`config.mk`:
```
export PLATFORM = sky130hd
export DESIGN_NAME = longop_sched
export DESIGN_NICKNAME = d
export VERILOG_FILES = /design/src/rtl/cpu_defs.sv /design/src/rtl/div_special.sv /design/src/rtl/longop_sched.sv
export SDC_FILE = /design/constraint.sdc
export NUM_CORES = 1
export LEC_CHECK = 0
export ABC_AREA = 0
export CELL_PAD_IN_SITES_DETAIL_PLACEMENT = 1
export CELL_PAD_IN_SITES_GLOBAL_PLACEMENT = 1
export CORE_MARGIN = 4
export CORE_UTILIZATION = 27
export CTS_BUF_LIST = sky130_fd_sc_hd__clkbuf_16
export DETAILED_ROUTE_END_ITERATION = 6
export GPL_TIMING_DRIVEN = 0
export PLACE_DENSITY = 0.87
export SLEW_MARGIN = 10
export SYNTH_ARGS = -nofsm -noshare
export SYNTH_HDL_FRONTEND = slang
export SYNTH_SLANG_ARGS = --single-unit
```
`constraint.sdc`:
```
create_clock -name clk -period 2.45 [get_ports clk]
set_input_delay 0.49 -clock clk [delete_from_list [all_inputs] [get_ports clk]]
set_output_delay 0.49 -clock clk [all_outputs]
set_load 0.1 [all_outputs]
```
`src/rtl/cpu_defs.sv`:
```
// Shared execute-stage types used by the long-latency operation sequencer.
package cpu_defs;

    typedef enum logic [1:0] {
        MulLo  = 2'd0,
        MulHi  = 2'd1,
        MulHiu = 2'd2
    } mul_op_t;

    typedef enum logic [1:0] {
        DivQ  = 2'd0,
        DivR  = 2'd1,
        DivQu = 2'd2,
        DivRu = 2'd3
    } div_op_t;

    typedef enum logic [1:0] {
        StIdle,
        StMulRun,
        StDivRun,
        StDone
    } lop_state_t;

    function automatic logic mul_is_signed(mul_op_t op);
        return op != MulHiu;
    endfunction

    function automatic logic div_is_signed(div_op_t op);
        return (op == DivQ) || (op == DivR);
    endfunction

    function automatic logic div_wants_rem(div_op_t op);
        return (op == DivR) || (op == DivRu);
    endfunction

endpackage

```
`src/rtl/div_special.sv`:
```
// Detects divisions whose result is fixed (divide by zero, signed INT_MIN / -1)
// and supplies that result so the iterative divider need not be launched.
module div_special #(
    parameter int unsigned DATA_W = 32
) (
    input  logic [DATA_W-1:0] a_i,
    input  logic [DATA_W-1:0] b_i,
    input  logic              is_signed_i,
    output logic              special_o,
    output logic [DATA_W-1:0] q_o,
    output logic [DATA_W-1:0] r_o
);

    logic [DATA_W-1:0] int_min;
    assign int_min = {1'b1, {(DATA_W - 1){1'b0}}};

    // Classify the operand pair and produce the architecturally fixed result.
    always_comb begin
        special_o = 1'b0;
        q_o       = '0;
        r_o       = '0;
        if (b_i == '0) begin
            special_o = 1'b1;
            q_o       = '1;
            r_o       = a_i;
        end else if (is_signed_i && (a_i == int_min) && (b_i == '1)) begin
            special_o = 1'b1;
            q_o       = int_min;
            r_o       = '0;
        end
    end

endmodule

```
`src/rtl/longop_sched.sv`:
```
// Sequencer for the execute stage's multiplier and iterative divider: latches
// operands, launches one unit operation per instruction, stalls EX until the
// result is ready and holds it while the downstream stage stalls.
module longop_sched
    import cpu_defs::*;
#(
    parameter int unsigned DATA_W   = 32,
    parameter bit          FAST_DIV = 1'b1
) (
    input  logic                clk,
    input  logic                rst_n,
    input  logic                flush_i,
    input  logic                stall_i,
    input  logic                req_valid,
    input  logic                req_is_div,
    input  logic [1:0]          req_mul_op,
    input  logic [1:0]          req_div_op,
    input  logic [DATA_W-1:0]   req_a,
    input  logic [DATA_W-1:0]   req_b,
    output logic                mul_start,
    output logic                mul_signed,
    output logic                mul_abort,
    input  logic                mul_done_i,
    input  logic [2*DATA_W-1:0] mul_out_i,
    output logic                div_start,
    output logic                div_signed,
    output logic                div_abort,
    input  logic                div_done_i,
    input  logic [DATA_W-1:0]   div_q_i,
    input  logic [DATA_W-1:0]   div_r_i,
    output logic [DATA_W-1:0]   op_a,
    output logic [DATA_W-1:0]   op_b,
    output logic                eu_stall,
    output logic                res_valid,
    output logic [DATA_W-1:0]   result
);

    lop_state_t        state_q, state_d;
    mul_op_t           mul_op_q, mul_op_d;
    div_op_t           div_op_q, div_op_d;
    logic [DATA_W-1:0] op_a_q, op_a_d, op_b_q, op_b_d;
    logic [DATA_W-1:0] result_q, result_d;
    logic              mul_signed_q, mul_signed_d, div_signed_q, div_signed_d;
    logic              mul_start_q, mul_start_d, div_start_q, div_start_d;

    mul_op_t           req_mul_op_e;
    div_op_t           req_div_op_e;
    logic              spec_hit;
    logic [DATA_W-1:0] spec_q, spec_r;

    assign req_mul_op_e = mul_op_t'(req_mul_op);
    assign req_div_op_e = div_op_t'(req_div_op);

    // Special cases are judged on the live request so they resolve in the request cycle.
    div_special #(
        .DATA_W (DATA_W)
    ) u_div_special (
        .a_i         (req_a),
        .b_i         (req_b),
        .is_signed_i (div_is_signed(req_div_op_e)),
        .special_o   (spec_hit),
        .q_o         (spec_q),
        .r_o         (spec_r)
    );

    // Next-state, operand latching, launch pulses and result capture; flush overrides all.
    always_comb begin
        state_d      = state_q;
        mul_op_d     = mul_op_q;
        div_op_d     = div_op_q;
        op_a_d       = op_a_q;
        op_b_d       = op_b_q;
        result_d     = result_q;
        mul_signed_d = mul_signed_q;
        div_signed_d = div_signed_q;
        mul_start_d  = 1'b0;
        div_start_d  = 1'b0;
        if (flush_i) begin
            state_d = StIdle;
        end else begin
            unique case (state_q)
                StIdle: begin
                    if (req_valid) begin
                        op_a_d = req_a;
                        op_b_d = req_b;
                        if (!req_is_div) begin
                            mul_op_d     = req_mul_op_e;
                            mul_signed_d = mul_is_signed(req_mul_op_e);
                            mul_start_d  = 1'b1;
                            state_d      = StMulRun;
                        end else begin
                            div_op_d     = req_div_op_e;
                            div_signed_d = div_is_signed(req_div_op_e);
                            if (FAST_DIV && spec_hit) begin
                                result_d = div_wants_rem(req_div_op_e) ? spec_r : spec_q;
                                state_d  = StDone;
                            end else begin
                                div_start_d = 1'b1;
                                state_d     = StDivRun;
                            end
                        end
                    end
                end
                StMulRun: begin
                    if (mul_done_i) begin
                        result_d = (mul_op_q == MulLo) ? mul_out_i[DATA_W-1:0]
                                                       : mul_out_i[2*DATA_W-1:DATA_W];
                        state_d  = StDone;
                    end
                end
                StDivRun: begin
                    if (div_done_i) begin
                        result_d = div_wants_rem(div_op_q) ? div_r_i : div_q_i;
                        state_d  = StDone;
                    end
                end
                StDone: begin
                    // Held instruction never relaunches; leave only once it advances.
                    if (!stall_i) state_d = StIdle;
                end
                default: state_d = StIdle;
            endcase
        end
    end

    // State and datapath registers with synchronous active-low reset.
    always_ff @(posedge clk) begin
        if (!rst_n) begin
            state_q      <= StIdle;
            mul_op_q     <= MulLo;
            div_op_q     <= DivQ;
            op_a_q       <= '0;
            op_b_q       <= '0;
            result_q     <= '0;
            mul_signed_q <= 1'b0;
            div_signed_q <= 1'b0;
            mul_start_q  <= 1'b0;
            div_start_q  <= 1'b0;
        end else begin
            state_q      <= state_d;
            mul_op_q     <= mul_op_d;
            div_op_q     <= div_op_d;
            op_a_q       <= op_a_d;
            op_b_q       <= op_b_d;
            result_q     <= result_d;
            mul_signed_q <= mul_signed_d;
            div_signed_q <= div_signed_d;
            mul_start_q  <= mul_start_d;
            div_start_q  <= div_start_d;
        end
    end

    // Output drive; aborts only for the unit actually running and never during reset.
    always_comb begin
        mul_start  = mul_start_q;
        div_start  = div_start_q;
        mul_signed = mul_signed_q;
        div_signed = div_signed_q;
        op_a       = op_a_q;
        op_b       = op_b_q;
        result     = result_q;
        mul_abort  = rst_n & flush_i & (state_q == StMulRun);
        div_abort  = rst_n & flush_i & (state_q == StDivRun);
        eu_stall   = req_valid & (state_q != StDone);
        res_valid  = rst_n & ~flush_i & (state_q == StDone);
    end

endmodule

```
Yosys cells after proc, flatten, opt, wreduce, memory -nomap -nowiden
Index checks and enable logic that the tools add are counted.

storage, ports and cells
  register bits = 106
  latch bits = 0
  bits in writable memories = 0
  memory bits (read-only) = 0
  input bits = 204
  output and inout bits = 104
  logic and storage cells = 79
  memories = 0

operators by class
  $add $sub $neg = 0
  multipliers = 0
  div/mod/pow operators = 0
  magnitude comparators = 0
  eq/ne operators = 17
  shift operators = 0
  muxes and demuxes = 23
  bitwise logic cells = 11
  reductions and logical operators = 18

operators with widths
  kind                                            count
  two-way mux 32 bit                              11
  case mux 32 bit (3 select lines)                1
  == test 32 bit (second input constant)          2
  zero test 32 bit                                1
  != test 2 bit (second input constant)           8
  AND reduction 4 bit                             3
  two-way mux 2 bit                               5
  == test 2 bit (second input constant)           4
  case mux 2 bit (4 select lines)                 1
  AND reduction 7 bit                             1
  bitwise AND 1 bit                               6
  == test 2 x 1 -> 1 bit (second input constant)  3
  zero test 2 bit                                 3
  two-way mux 1 bit                               5
  inverter 1 bit                                  5
  OR reduction 5 bit                              1
  OR reduction 4 bit                              1
  logical OR 1 bit                                3
  AND reduction 3 bit                             1
  nonzero test 3 bit                              1
  logical AND 1 bit                               2
  OR reduction 2 bit                              1

Depth between registers and ports, before layout
  depth in word-level cells = 11
  gate-level depth with buffers = 11
  mapped depth without buffers = 8

Modules after synthesis
A second synthesis with hierarchy kept.

unflattened totals
  cell total of the unflattened synthesis = 702
  area, all modules = 6,119.6 um^2

by module, submodules not included
  module        times used  cells each  area an instance (um^2)  sequential area each (um^2)
  longop_sched  1           601         5,436.5                  2,102.0
  div_special   1           101         683.2                    0.0

Least setup slack after synthesis
No wires, ideal clock.

  path type = register to output
  start point = register state_q[0]
  end point = output port eu_stall
  arrival time = 1.877 ns
  required time = 1.960 ns
  path slack = 0.083 ns
  cell stages (with the launch flop) = 3
  buffers on the path = 0
  cell sequence = dfxtp_1 ha_1 nor2b_1

on the way
  longest elaborated chain between the ends = 2

RTL lines
  item                      RTL line             RTL
  start: declaration        longop_sched.sv:38   lop_state_t state_q, state_d;
  start signal: assignment  longop_sched.sv:129  state_q <= StIdle;
  start signal: assignment  longop_sched.sv:140  state_q <= state_d;
  != test 2 bit             longop_sched.sv:164  eu_stall = req_valid & (state_q != StDone);
  bitwise AND 1 bit         longop_sched.sv:164
  end: declaration          longop_sched.sv:33   output logic eu_stall,

Every way passes these cells.

Worst setup path in the final report
  start point = register result_q[7], in the netlist result[7]
  end point = output port result[7]

RTL lines
  item                      RTL line             RTL
  start: declaration        longop_sched.sv:42   logic [DATA_W-1:0] result_q, result_d;
  start signal: assignment  longop_sched.sv:145  result_q <= result_d;
  end: declaration          longop_sched.sv:35   output logic [DATA_W-1:0] result

No word-level cell between the ends.

==> results.toml <==
[run_status]
run_status = "complete, no violations"

[pwr]
power_frac_clock_pct = 31.4
ir_worst_vdd_mv = 0.328
p_sw_share_pct = 35.9
total_power_mw = 4.70
netSwitchingPower_mw = 1.69
power.internal_mw = 3.01
pwr-share-seq_pct = 38.5
powerDensity_nw_per_um2 = 489
leakagePower_nw = 3.78
combinational_group_share_of_total_power_pct = 30.1

[sta]
layout_min_cycle_time_ns = 2.38
fin_skew_ns = 0.00742
final_min_period_over_clock_period_pct = 97.1
slew_headroom_pct = 29.8
worst-slew-pin-transition_ns = 1.05
post-route-worst-setup-slack_ns = 0.0711
finalSetupViolations = 0
hold_viol_final = 0
timing.fmax_mhz = 420
final-max-slew-violation-count = 0

[detailed_routing]
via_per_inst = 5.13
wirelength_um = 28400
drc = 0
detail_route.iter0.violations = 292
detail_route.first_pass.iterations = 4
vias = 6911
drtAntennaViolNets = 0
wl_per_cell_um = 21.1

[critical_path]
cp_top_family = "buffers and inverters"
start_kind = "flip-flop"
end_kind = "primary output"
max_stage_delay_ns = 1.16
timing.critical_path.required_ns = 1.96
worstPathMaxFanout = 2
r2r_cells = 9
rr_startpoint = "state_q[0]"
critPathArrivalTime_ns = 1.89
cpMaxStageDelayCell = "sky130_fd_sc_hd__clkdlybuf4s50_1"
critical_path_buf_inv_count = 1
timing.critical_path.cells = "clkdlybuf4s50_1"
timing.reg2reg.setup_slack_ns = 0.12
path_class = "flip-flop to primary output"
rr_endpoint = "result[10]"

[clock_network]
path_clk_slew_ns = 0.08
numCtsBuffers = 9
cts_root_buf = "sky130_fd_sc_hd__clkbuf_16"
ctsHtreeMaxLevel = 3
cts_tree = "built"
worstSkewPairLatency_ns = 0.36
cts_sink_count = 105
cts.path.max_buffers = 2
cts_hold_repair.buffers = 0

[grt]
grt_start_max_net_pins = 20
met3_usage_pct = 6.53
global_route.usage.total_pct = 22.7
grt_util_met2_pct = 39.9
grt_first_pass_wirelength_um = 42400
global_route.peak_usage_layer = "met2"
globalRouteOverflowTotal = 0
grt_antenna_before_repair = 2
number_of_global_route_vias_before_repair = 7356
globalRouteMet1Util_pct = 26.5

[cells_and_area]
final.fill_count = 2500
nets = 1273
synthToLayoutAreaGrowth_pct = 66.4
post_route_cells_drive_above_1_share_pct = 5.23

[floorplan]
num_io_pins = 308
fp.dieW_um = 154
core.rowCount = 53
dieHeight_um = 154
initial_util_pct = 27.4
core_area_um2 = 21000
design.die.area_um2 = 23800

[worst_hold_path]
hold_start = "req_b[21]"
hold_crit_path_type = "input port to flip-flop"
whs_path_depth = 3
worst_hold_path.endpoint = "op_b[21]"

[place]
finalWeightedCongestion = 0.880
dp_worst_setup_slack_ns = -0.876
placement.io_buffers = 305
detailed_place_hpwl_um = 23100

[synthesis]
avgSynthCellArea_um2 = 7.71
number_of_synthesis_warnings = 0
synthesis.area_um2 = 5770
synth.yosys.seq_area_share_pct = 36.4
postSynth.topFlopCell = "sky130_fd_sc_hd__dfxtp_1"
postSynthCellCount = 748
mappedNetlistNets = 956
postSynth.asyncResetShare_pct = 0
number_of_synthesized_flops_with_an_enable_pin = 0
postSynthRegisterBits = 105
count_of_cell_types_in_the_netlist = 40

[run]
timing.max_cap.violations = 0
## through the flow
step	util [%]	std cells	TNS [ns]	hold slack (ns)	area (um2)
4_1_cts	45.2	1345	0	0.453	9500
6_report	45.7	1346	0	0.460	9600
3_5_place_dp	43.6	1328	-24.85	0.453	9170
5_1_grt	45.7	1346	-0.00734	0.467	9600
3_3_place_gp	43.6	1328	-23.72	0.447	9170
2_1_floorplan	-	748	0	0.508	5770
## logic make-up after synthesis
| family | Yosys count | share of synthesized area, % |
|---|---|---|
| compound gates | 267 | 31.3 |
| buf+inv | 79 | 6.01 |
| fa+ha+maj | 4 | 0.868 |
| mux | 34 | 5.90 |
| simple gates | 259 | 19.4 |
| flops | 105 | 36.4 |
## worst max-delay path by stage
stage,to,slack [ns],start,cells past startpoint
4_1_cts,result[31],0.02,req_b[25],10
3_3_place_gp,mul_abort,-0.93,rst_n,4
2_1_floorplan,eu_stall,0.08,state_q[0],2
6_report,result[7],0.07,result[7],1
3_5_place_dp,mul_abort,-0.88,rst_n,4
5_1_grt,result[0],-0.005,req_b[4],9
## what timing repair did
action,CTS,global route
setup endpoints to repair,35,40
setup buffers,1,0
pin swaps,2,11
resized for setup,24,31
## cells in the mapped netlist (3+ instances only)
library cell	instances	area, um2
sky130_fd_sc_hd__o21ai_0	95	475
sky130_fd_sc_hd__clkbuf_1	45	169
sky130_fd_sc_hd__nand2_1	172	646
sky130_fd_sc_hd__buf_6	4	45.0
sky130_fd_sc_hd__nor4_1	15	93.8
sky130_fd_sc_hd__a21oi_1	35	175
sky130_fd_sc_hd__buf_1	8	30.0
sky130_fd_sc_hd__nor2_1	37	139
sky130_fd_sc_hd__o221ai_1	31	272
sky130_fd_sc_hd__a21boi_0	67	503
sky130_fd_sc_hd__and4_1	3	26.3
sky130_fd_sc_hd__nand3_1	3	15.0
sky130_fd_sc_hd__o211a_1	32	320
sky130_fd_sc_hd__nor2b_1	3	18.8
sky130_fd_sc_hd__inv_1	8	30.0
sky130_fd_sc_hd__and3_1	5	31.3
sky130_fd_sc_hd__mux2i_1	34	340
sky130_fd_sc_hd__nand4_1	9	56.3
sky130_fd_sc_hd__ha_1	4	50.1
sky130_fd_sc_hd__buf_2	13	65.1
sky130_fd_sc_hd__dfxtp_1	105	2100
## area by class of cell
cell class                 instances  area [um2]  area share, %
antenna                            1        2.50         0.0261
multi-input combinational        564        3390           35.3
clock inverter                     7        66.3          0.691
tap                              275         344           3.58
buffer                            71         342           3.56
timing repair buffer             306        3090           32.2
clock buffer                       9         225           2.35
inverter                           8        30.0          0.313
sequential                       105        2100           21.9
## flip-flops by register name, indices dropped and copies added, names as in the netlist, 2 cells and up
name and flops:
result 32, op_a 32, state_q 2, op_b 32, mul_op_q 2
## routing by layer
| layer | up-vias | wire (um) |
|---|---|---|
| li1 | 3307 | - |
| met1 | 3285 | 11400 |
| met2 | 265 | 13800 |
| met3 | 52 | 2360 |
| met4 | 2 | 828 |
| met5 | - | 7 |
## placed cells by master (no fill, tap or decap), drive strengths merged, types with 27 or more instances in the layout
cell type / Yosys / final
clkdlybuf4s50: 0 / 289
o211a: 32 / 32
o21ai: 95 / 95
a21boi: 67 / 67
buf: 26 / 27
nor2: 38 / 38
nand2: 172 / 172
o221ai: 31 / 31
clkbuf: 45 / 54
a21oi: 35 / 35
mux2i: 34 / 34
dfxtp: 105 / 105
## power by group through the flow
stage	registers (mW)	clock network, mW	logic, mW
floorplan	2.29	0	0.325
global placement	1.85	0	1.39
detailed placement	1.85	0	1.41
CTS	1.81	1.51	1.42
global route	1.82	1.56	1.49
finish	1.81	1.47	1.42
Power figures use the tool's default switching activity.
